File: src/rtl/jts16_obj_scan.sv
// Per-scanline object table scanner: range-checks entries and issues draw requests.
// Optional JTS16_OBJ_WRBACK_EN: accumulate the graphics address and write it back to word7.
module jts16_obj_scan #(
  parameter int unsigned OBJW = 7
) (
  input  logic            clk,
  input  logic            rstn,
  input  logic            hstart,
  input  logic [8:0]      vrender,
  input  logic            tbl_page,
  output logic [OBJW+3:0] tbl_addr,
  input  logic [15:0]     tbl_dout,
  output logic            tbl_we,
  output logic [15:0]     tbl_din,
  output logic            dr_valid,
  input  logic            dr_ready,
  output logic [8:0]      dr_xpos,
  output logic [15:0]     dr_pitch,
  output logic [15:0]     dr_addr,
  output logic [3:0]      dr_bank,
  output logic [1:0]      dr_prio,
  output logic            dr_hflip,
  output logic            busy
);

  localparam logic [2:0] ST_IDLE  = 3'd0;
  localparam logic [2:0] ST_RD0   = 3'd1;
  localparam logic [2:0] ST_CHK   = 3'd2;
  localparam logic [2:0] ST_FETCH = 3'd3;
  localparam logic [2:0] ST_EMIT  = 3'd5;
`ifdef JTS16_OBJ_WRBACK_EN
  localparam logic [2:0] ST_WB      = 3'd4;
  localparam logic [2:0] FETCH_LAST = 3'd5;
`else
  localparam logic [2:0] FETCH_LAST = 3'd4;
`endif

  logic [2:0]      r_state, w_state_nx;
  logic [OBJW-1:0] r_idx, w_idx_nx;
  logic [OBJW+3:0] r_addr, w_addr_nx;
  logic            r_page, w_page_nx;
  logic [7:0]      r_line, w_line_nx;
  logic [7:0]      r_top, w_top_nx;
  logic [2:0]      r_cnt, w_cnt_nx;
  logic [15:0]     r_word3, w_word3_nx;
  logic [8:0]      r_xpos, w_xpos_nx;
  logic [15:0]     r_pitch, w_pitch_nx;
  logic [15:0]     r_daddr, w_daddr_nx;
  logic [3:0]      r_bank, w_bank_nx;
  logic [1:0]      r_prio, w_prio_nx;
  logic            r_hflip, w_hflip_nx;
  logic            r_valid, w_valid_nx;
`ifdef JTS16_OBJ_WRBACK_EN
  logic            r_we, w_we_nx;
  logic [15:0]     r_din, w_din_nx;
  logic [15:0]     w_cur;
`endif

  logic [7:0]      w_top, w_bot;
  logic            w_last;
  logic            w_unused;

  assign w_top  = tbl_dout[7:0];
  assign w_bot  = tbl_dout[15:8];
  assign w_last = (r_idx == {OBJW{1'b1}});

`ifdef JTS16_OBJ_WRBACK_EN
  // First visible line restarts from the base address, later lines advance by the pitch
  assign w_cur    = (r_line == r_top) ? r_word3 : 16'(tbl_dout + r_pitch);
  assign w_unused = vrender[8];
`else
  assign w_unused = ^{vrender[8], r_top};
`endif

  // Word offset issued on each FETCH step: 1, 2, 3, 4 then 7
  function automatic logic [2:0] fetch_word(input logic [2:0] k);
    case (k)
      3'd0:    fetch_word = 3'd1;
      3'd1:    fetch_word = 3'd2;
      3'd2:    fetch_word = 3'd3;
      3'd3:    fetch_word = 3'd4;
      default: fetch_word = 3'd7;
    endcase
  endfunction

  always_comb begin
    w_state_nx = r_state;
    w_idx_nx   = r_idx;
    w_addr_nx  = r_addr;
    w_page_nx  = r_page;
    w_line_nx  = r_line;
    w_top_nx   = r_top;
    w_cnt_nx   = r_cnt;
    w_word3_nx = r_word3;
    w_xpos_nx  = r_xpos;
    w_pitch_nx = r_pitch;
    w_daddr_nx = r_daddr;
    w_bank_nx  = r_bank;
    w_prio_nx  = r_prio;
    w_hflip_nx = r_hflip;
    w_valid_nx = r_valid;
`ifdef JTS16_OBJ_WRBACK_EN
    w_we_nx    = r_we;
    w_din_nx   = r_din;
`endif
    case (r_state)
      ST_RD0: w_state_nx = ST_CHK;
      ST_CHK: begin
        if (w_bot == 8'hFF) begin
          w_state_nx = ST_IDLE;
        end else if (r_line >= w_top && r_line < w_bot) begin
          w_top_nx   = w_top;
          w_cnt_nx   = 3'd0;
          w_addr_nx  = {r_page, r_idx, 3'd1};
          w_state_nx = ST_FETCH;
        end else if (w_last) begin
          w_state_nx = ST_IDLE;
        end else begin
          w_idx_nx   = r_idx + OBJW'(1);
          w_addr_nx  = {r_page, r_idx + OBJW'(1), 3'd0};
          w_state_nx = ST_RD0;
        end
      end
      ST_FETCH: begin
        // Each word is captured one cycle after its address was issued
        w_cnt_nx = r_cnt + 3'd1;
        if (r_cnt < FETCH_LAST - 3'd1)
          w_addr_nx = {r_page, r_idx, fetch_word(r_cnt + 3'd1)};
        case (r_cnt)
          3'd1: w_xpos_nx  = tbl_dout[8:0];
          3'd2: w_pitch_nx = tbl_dout;
          3'd3: w_word3_nx = tbl_dout;
          3'd4: begin
            w_bank_nx  = tbl_dout[11:8];
            w_prio_nx  = tbl_dout[1:0];
            w_hflip_nx = tbl_dout[8];
          end
          default: ;
        endcase
        if (r_cnt == FETCH_LAST) begin
`ifdef JTS16_OBJ_WRBACK_EN
          w_we_nx    = 1'b1;
          w_din_nx   = w_cur;
          w_daddr_nx = w_cur;
          w_state_nx = ST_WB;
`else
          w_daddr_nx = r_word3;
          w_valid_nx = 1'b1;
          w_state_nx = ST_EMIT;
`endif
        end
      end
`ifdef JTS16_OBJ_WRBACK_EN
      ST_WB: begin
        w_we_nx    = 1'b0;
        w_valid_nx = 1'b1;
        w_state_nx = ST_EMIT;
      end
`endif
      ST_EMIT: begin
        if (dr_ready) begin
          w_valid_nx = 1'b0;
          if (w_last) begin
            w_state_nx = ST_IDLE;
          end else begin
            w_idx_nx   = r_idx + OBJW'(1);
            w_addr_nx  = {r_page, r_idx + OBJW'(1), 3'd0};
            w_state_nx = ST_RD0;
          end
        end
      end
      default: w_state_nx = ST_IDLE;
    endcase
    // A new line start overrides everything, dropping any pending request or write
    if (hstart) begin
      w_state_nx = ST_RD0;
      w_idx_nx   = '0;
      w_page_nx  = tbl_page;
      w_line_nx  = vrender[7:0];
      w_addr_nx  = {tbl_page, {OBJW{1'b0}}, 3'd0};
      w_valid_nx = 1'b0;
`ifdef JTS16_OBJ_WRBACK_EN
      w_we_nx    = 1'b0;
`endif
    end
  end

  always_ff @(posedge clk or negedge rstn) begin
    if (!rstn) begin
      r_state <= ST_IDLE;
      r_idx   <= '0;
      r_addr  <= '0;
      r_page  <= 1'b0;
      r_line  <= '0;
      r_top   <= '0;
      r_cnt   <= '0;
      r_word3 <= '0;
      r_xpos  <= '0;
      r_pitch <= '0;
      r_daddr <= '0;
      r_bank  <= '0;
      r_prio  <= '0;
      r_hflip <= 1'b0;
      r_valid <= 1'b0;
`ifdef JTS16_OBJ_WRBACK_EN
      r_we    <= 1'b0;
      r_din   <= '0;
`endif
    end else begin
      r_state <= w_state_nx;
      r_idx   <= w_idx_nx;
      r_addr  <= w_addr_nx;
      r_page  <= w_page_nx;
      r_line  <= w_line_nx;
      r_top   <= w_top_nx;
      r_cnt   <= w_cnt_nx;
      r_word3 <= w_word3_nx;
      r_xpos  <= w_xpos_nx;
      r_pitch <= w_pitch_nx;
      r_daddr <= w_daddr_nx;
      r_bank  <= w_bank_nx;
      r_prio  <= w_prio_nx;
      r_hflip <= w_hflip_nx;
      r_valid <= w_valid_nx;
`ifdef JTS16_OBJ_WRBACK_EN
      r_we    <= w_we_nx;
      r_din   <= w_din_nx;
`endif
    end
  end

  assign tbl_addr = r_addr;
  assign dr_valid = r_valid & ~hstart;
  assign dr_xpos  = r_xpos;
  assign dr_pitch = r_pitch;
  assign dr_addr  = r_daddr;
  assign dr_bank  = r_bank;
  assign dr_prio  = r_prio;
  assign dr_hflip = r_hflip;
  assign busy     = (r_state != ST_IDLE);
`ifdef JTS16_OBJ_WRBACK_EN
  assign tbl_we   = r_we & ~hstart;
  assign tbl_din  = r_din;
`else
  assign tbl_we   = 1'b0;
  assign tbl_din  = 16'h0000;
`endif

endmodule
File: config.mk
export PLATFORM = sky130hd
export DESIGN_NAME = jts16_obj_scan
export DESIGN_NICKNAME = d
export VERILOG_FILES = /design/src/rtl/jts16_obj_scan.sv
export SDC_FILE = /design/constraint.sdc
export NUM_CORES = 1
export LEC_CHECK = 0
export ABC_AREA = 1
export CORE_ASPECT_RATIO = 1.2
export CORE_MARGIN = 1.5
export CORE_UTILIZATION = 55
export DETAILED_ROUTE_END_ITERATION = 12
export PLACE_DENSITY = 0.94
export SYNTH_ARGS = -nofsm -noshare
export SYNTH_HDL_FRONTEND = slang
export SYNTH_SLANG_ARGS = --single-unit
File: constraint.sdc
create_clock -name clk -period 4.6 [get_ports clk]
set_clock_uncertainty 0.15 [all_clocks]
set_input_delay 0.69 -clock clk [delete_from_list [all_inputs] [get_ports clk]]
set_output_delay 0.69 -clock clk [all_outputs]
set_load 0.01 [all_outputs]
==> results.cfg, run 1 <==
[clocking]
cts_htree_levels = 3
cts_setup_buffers = 0
clk_pin_slew_worst_paths_ns = 0.10
cts_sinks = 97
cts_made_buffers = 9
cts_resized = 0
root_buffer = clkbuf_8
cts_buffer_depth = 2
insertion_delay_ns = 0.38
cts_hold_buf = 0
cts_tree = yes

[power]
power_leakage_nw = 3.06
ir_drop_v = 0.000241
power_density_nw_per_um2 = 596

[placement]
hpwl_microns = 9160
post_dp_cell_area_sq_um = 5990
place.gp.congestion = 0.858
port_buffers = 89

[grt]
grtUsageTotal_pct = 27.0
grt_pass1_wl_microns = 20700
grt_pass1_vias = 4283
grt_max_degree = 69
antenna_found_initial = 0
overflow = 0

[detailed_routing]
route.vias.total = 4405
drtIter0Drc = 256
drt_pass1_iterations = 4
routed_wl_microns = 12600
antenna_left = 0
viasPerCell = 5.51
route.detailed.wl_per_inst_microns = 15.7
drc_errors = 0

[finish]
multi_input_area_sq_um = 2300
antenna_cells = 0
regArea_sq_um = 2430
syn_to_final_growth_pct = 21.9
nNetsFinal = 726
fillCellCount = 687
utilization_pct = 68.7
drive_above_1_share_pct = 10.0
finish.instance_area_sq_um = 6200

[floorplanning]
die_w_microns = 90.8
fp-row-count = 38
io_pins = 108
die_y_microns = 108
fp.dieArea_sq_um = 9840
start_util_pct = 56.3
core_area_sq_um = 9030

[synth]
ys_ff_latch = 97
ys_types = 41
synth.avg_cell_area_sq_um = 8.61
yosys_warnings = 0
syn_area_sq_um = 5090
ys.flop_type = dfrtp_1
synth_edf_count = 0
synthCells = 591
async_flop_share_pct = 100
ys_seq_area_share_pct = 47.7

[worst_hold_path]
hold_path.class = in2async

[worst_setup_path]
critPathKind = in2reg
start_kind = primary input
worstPathMaxFanout = 10
worstPathArrival_ns = 3.00
critPathTopFamily = simple AND/OR/NAND/NOR gates
cpMostUsedCell = nand2_1
cp_data_required_time_ns = 4.76
worst_path_largest_cell_delay_ns = 0.48
cp_slowest_cell = clkdlybuf4s50_1
worst-path-buf-inv = 2
cp-end-kind = register
crit_chain = clkdlybuf4s50_1 -> inv_1 -> ha_1 -> a21oi_1 -> o21a_1 -> nand3_4 -> nor2_2 -> nand2_2 -> nand2_4 -> nand2_1 -> nand2_1

[sta]
hold_violations = 0
setup_viol = 0
finalMaxSlewViolations = 0
fmax_mhz = 353
worst_pin_slew_ns = 1.23
rsz0062_at_grt = false
relSlewSlack_pct = 17.8
finalCriticalPeriod_ns = 2.84
hold_ws_ns = 0.254
fin_crit_sh_pct = 61.6
tns_ns = 0

[status]
status = complete, no violations

[flow_run]
cap_violations = 0
-- synth_stat cells, drive strengths merged (2+ instances only) --
master  number  share of area, %
nand4       16               2.1
nor2        25               2.4
buf         25               3.5
xor2         2              0.34
o211ai       5              0.84
nand2      199                16
dfrtp       97                48
a21oi        9              0.96
nand3       41               4.8
o21ai       60               6.1
clkbuf      10              0.74
mux2        16               3.5
o21a         2              0.29
nor3         5              0.59
ha          22               5.4
inv         50               3.8
-- path summary, 6_finish.rpt --
path,from,end,slack (ns),depth (start not counted)
worst min register to register,tbl_addr[2]$_DFFE_PN0P_,tbl_addr[2]$_DFFE_PN0P_,0.33,2
worst max-delay path,tbl_dout[15],r_idx[1]$_DFFE_PN0P_,1.76,11
worst max register to register,r_state[2]$_DFFE_PN0P_,r_word3[4]$_DFFE_PN0P_,2.03,6
worst min-delay path,rstn,dr_pitch[0]$_DFFE_PN0P_,0.25,1
min in group clk,tbl_addr[2]$_DFFE_PN0P_,tbl_addr[2]$_DFFE_PN0P_,0.33,2
max in group asynchronous,rstn,dr_pitch[6]$_DFFE_PN0P_,3.12,2
-- power breakdown --
part / internal [mW] / switching, mW / total, mW
clock network: 0.309 / 0.293 / 0.602
logic: 0.795 / 0.814 / 1.61
registers: 1.21 / 0.272 / 1.49
-- kinds of logic (layout without fill, tap and decap cells) --
kind of cell             count (synthesis)  count (layout)  synth area share [%]
AO/OA/AOI/OAI                           79              79                  8.65
XOR/XNOR                                 3               3                 0.516
adder cells (fa/ha/maj)                 22              22                  5.41
buffers and inverters                   86             158                  8.36
flip-flops                              97              97                  47.7
multiplexers                            16              16                  3.54
other                                    1              17                0.0737
AND/OR/NAND/NOR                        287             287                  25.8
-- sequential cells by signal (all words and copies together) (netlist names) --
| name | count |
|---|---|
| r_idx | 7 |
| r_cnt | 3 |
| dr_pitch | 16 |
| dr_bank | 4 |
| r_word3 | 16 |
| tbl_addr | 11 |
| dr_addr | 16 |
| r_valid | 1 |
| dr_prio | 2 |
| dr_xpos | 9 |
| r_line | 8 |
| r_state | 3 |
| r_page | 1 |
-- placed cells by master, fill, tap and decap left out, drive strengths merged, types with 12 or more instances in the layout --
| cell | Yosys | layout |
|---|---|---|
| clkbuf | 10 | 12 |
| clkdlybuf4s50 | 0 | 88 |
| conb | 1 | 17 |
| dfrtp | 97 | 97 |
| ha | 22 | 22 |
| inv | 50 | 50 |
| mux2 | 16 | 16 |
| nand2 | 199 | 199 |
| nand3 | 41 | 41 |
| nand4 | 16 | 16 |
| nor2 | 25 | 25 |
| o21ai | 60 | 60 |
-- area by class of cell --
| cell class | count | share of cell area [%] |
|---|---|---|
| clock buffers | 12 | 2.18 |
| clock inverters | 4 | 1.25 |
| inverters | 51 | 3.41 |
| multi-input cells | 424 | 37.0 |
| flip-flops and latches | 97 | 39.1 |
| well taps | 120 | 2.42 |
| repair buffers | 91 | 14.6 |
-- metrics by stage --
stage | setup slack, ns | total power, mW | instances
3_3_place_gp | 1.52 | 2.99 | 783
6_report | 1.76 | 3.70 | 799
5_1_grt | 1.60 | 3.94 | 799
2_1_floorplan | 2.37 | 2.31 | 607
4_1_cts | 1.79 | 3.71 | 799
3_5_place_dp | 1.41 | 3.10 | 783
-- layer usage --
layer	track usage [%]	up-vias	wire length (microns)
li1	-	2068	-
met1	32.2	2111	5030
met2	47.9	197	6380
met3	5.27	29	767
met4	11.4	0	401
met5	0	-	0
Power figures use the tool's default switching activity.
==> run 2: changes to the inputs <==
--- a/config.mk
+++ b/config.mk
@@ -8,9 +8,9 @@
 export ABC_AREA = 1
 export CORE_ASPECT_RATIO = 1.2
 export CORE_MARGIN = 1.5
-export CORE_UTILIZATION = 55
+export CORE_UTILIZATION = 51
 export DETAILED_ROUTE_END_ITERATION = 12
-export PLACE_DENSITY = 0.94
+export PLACE_DENSITY = 0.89
 export SYNTH_ARGS = -nofsm -noshare
 export SYNTH_HDL_FRONTEND = slang
 export SYNTH_SLANG_ARGS = --single-unit
==> constraint.sdc (replaced) <==
create_clock -name clk -period 2.84 [get_ports clk]
set_clock_uncertainty 0.15 [all_clocks]
set_input_delay 0.426 -clock clk [delete_from_list [all_inputs] [get_ports clk]]
set_output_delay 0.426 -clock clk [all_outputs]
set_load 0.01 [all_outputs]
==> results.cfg, run 2 (synthesis gave the netlist of run 1 again) <==
[status]
status = finished, violations left
violations = negative hold slack

[detailed_routing]
route.detailed.wl_per_inst_microns = 16.2
drc_errors = 0
route.vias.total = 4473
antenna_left = 0
drtIter0Drc = 284
routed_wl_microns = 13100
viasPerCell = 5.51
drt_pass1_iterations = 5

[placement]
hpwl_microns = 9560
post_dp_cell_area_sq_um = 6080
place.gp.congestion = 0.882
port_buffers = 89
dp.cells = 796
place_ws_ns = 0.0812

[clocking]
cts_tree = yes
cts_sinks = 97
root_buffer = clkbuf_16
cts_hold_buf = 0
clk_pin_slew_worst_paths_ns = 0.07
cts_made_buffers = 9
cts_htree_levels = 3
cts_setup_buffers = 0
insertion_delay_ns = 0.34
cts_buffer_depth = 2
cts_resized = 0

[worst_setup_path]
worstPathArrival_ns = 2.58
cp_slowest_cell = dfrtp_1
cp-end-kind = register
start_kind = register
reg2reg_to = r_idx[2]$_DFFE_PN0P_
rr_startpoint = r_idx[0]$_DFFE_PN0P_
rrSetupSlack_ns = 0.40
crit_chain = ha_1 -> nand2_1 -> nor2_2 -> nand2_1 -> nor2_1 -> nor2_4 -> nand2_4 -> nand2_1 -> nand2_1
rr_worst_depth = 9
cpMostUsedCell = nand2_1
worstPathMaxFanout = 11
cp_data_required_time_ns = 2.98
worst_path_largest_cell_delay_ns = 0.52
critPathKind = reg2reg

[sta]
tns_ns = 0
rsz0062_at_grt = false
setup_viol = 0
finalMaxSlewViolations = 0
relSlewSlack_pct = 59.5
hold_ws_ns = -0.0357
fin_crit_sh_pct = 86.0
setup_ws_ns = 0.398
worst_pin_slew_ns = 0.605
finalCriticalPeriod_ns = 2.44
hold_violations = 48
fmax_mhz = 409

[power]
power_leakage_nw = 3.14
power_density_nw_per_um2 = 978
finalPower_mw = 6.23
ir_drop_v = 0.000408

[floorplanning]
die_y_microns = 112
fp-row-count = 39
core_area_sq_um = 9610
fp.dieArea_sq_um = 10600
die_w_microns = 94.2
io_pins = 108
start_util_pct = 52.9

[grt]
grtUsageTotal_pct = 25.9
grt_pass1_vias = 4377
grt_max_degree = 98
antenna_found_initial = 0
grt_pass1_wl_microns = 21200
overflow = 0

[finish]
layout.cells.non_filler = 812
drive_above_1_share_pct = 11.8
syn_to_final_growth_pct = 25.1
layout_commonest_cell = nand2_1
layout_common_cells = 187 x nand2_1, 97 x dfrtp_1, 88 x clkdlybuf4s50_1, 43 x o21ai_1, 40 x inv_1
finish.instance_area_sq_um = 6370
fillCellCount = 736
utilization_pct = 66.2
regArea_sq_um = 2430
nNetsFinal = 736
multi_input_area_sq_um = 2300
antenna_cells = 0

[flow_run]
cap_violations = 0

[worst_hold_path]
hold_path.class = in2async
==> run 2: changes by cell type in the layout (fill, tap and decap cells not counted) <==
cell        previous run  this run
clkbuf_1               3         0
clkbuf_8               9         0
inv_6                  1         3
clkinv_2               0         1
buf_4                  3        12
buf_12                 0         1
clkbuf_16              0         9
clkinv_4               2         0
bufinv_16              2         0
clkinvlp_4             0         2
inv_8                  0         2
==> run 2: critical path: cells and delay by family, from the launching register on <==
family	cells	cell delay (ns)
AND/OR/NAND/NOR	8	1.46
flip-flops	1	0.52
adder cells (fa/ha/maj)	1	0.25
==> run 2: how the worst max path moves through the flow <==
stage                     cells past startpoint              endpoint            startpoint
after global routing                         15  r_idx[1]$_DFFE_PN0P_           tbl_dout[1]
after detailed placement                     15  r_idx[2]$_DFFE_PN0P_           tbl_dout[1]
after CTS                                     9  r_idx[2]$_DFFE_PN0P_  r_idx[0]$_DFFE_PN0P_
after floorplan                              11  r_idx[1]$_DFFE_PN0P_          tbl_dout[15]
final                                         9  r_idx[2]$_DFFE_PN0P_  r_idx[0]$_DFFE_PN0P_
after global placement                       15  r_idx[2]$_DFFE_PN0P_           tbl_dout[1]
==> run 2: per-layer routing <==
layer,GRT usage (%),routed length [microns],vias up
li1,-,-,2085
met1,31.4,5090,2161
met2,45.2,6860,193
met3,4.88,858,34
met4,9.45,332,0
met5,0,0,-
==> run 2: report_power, final <==
group / switching (mW) / total, mW / internal (mW)
logic: 1.35 / 2.65 / 1.30
clock network: 0.560 / 1.17 / 0.611
registers: 0.438 / 2.41 / 1.97
total: 2.34 / 6.23 / 3.88
==> run 2: cell type report <==
cell class	instances	share of cell area, %
Inverter	51	3.32
Timing Repair Buffer	101	15.6
Clock buffer	9	3.54
Tap cell	123	2.42
Clock inverter	7	0.943
Sequential cell	97	38.1
Multi-Input combinational cell	424	36.1
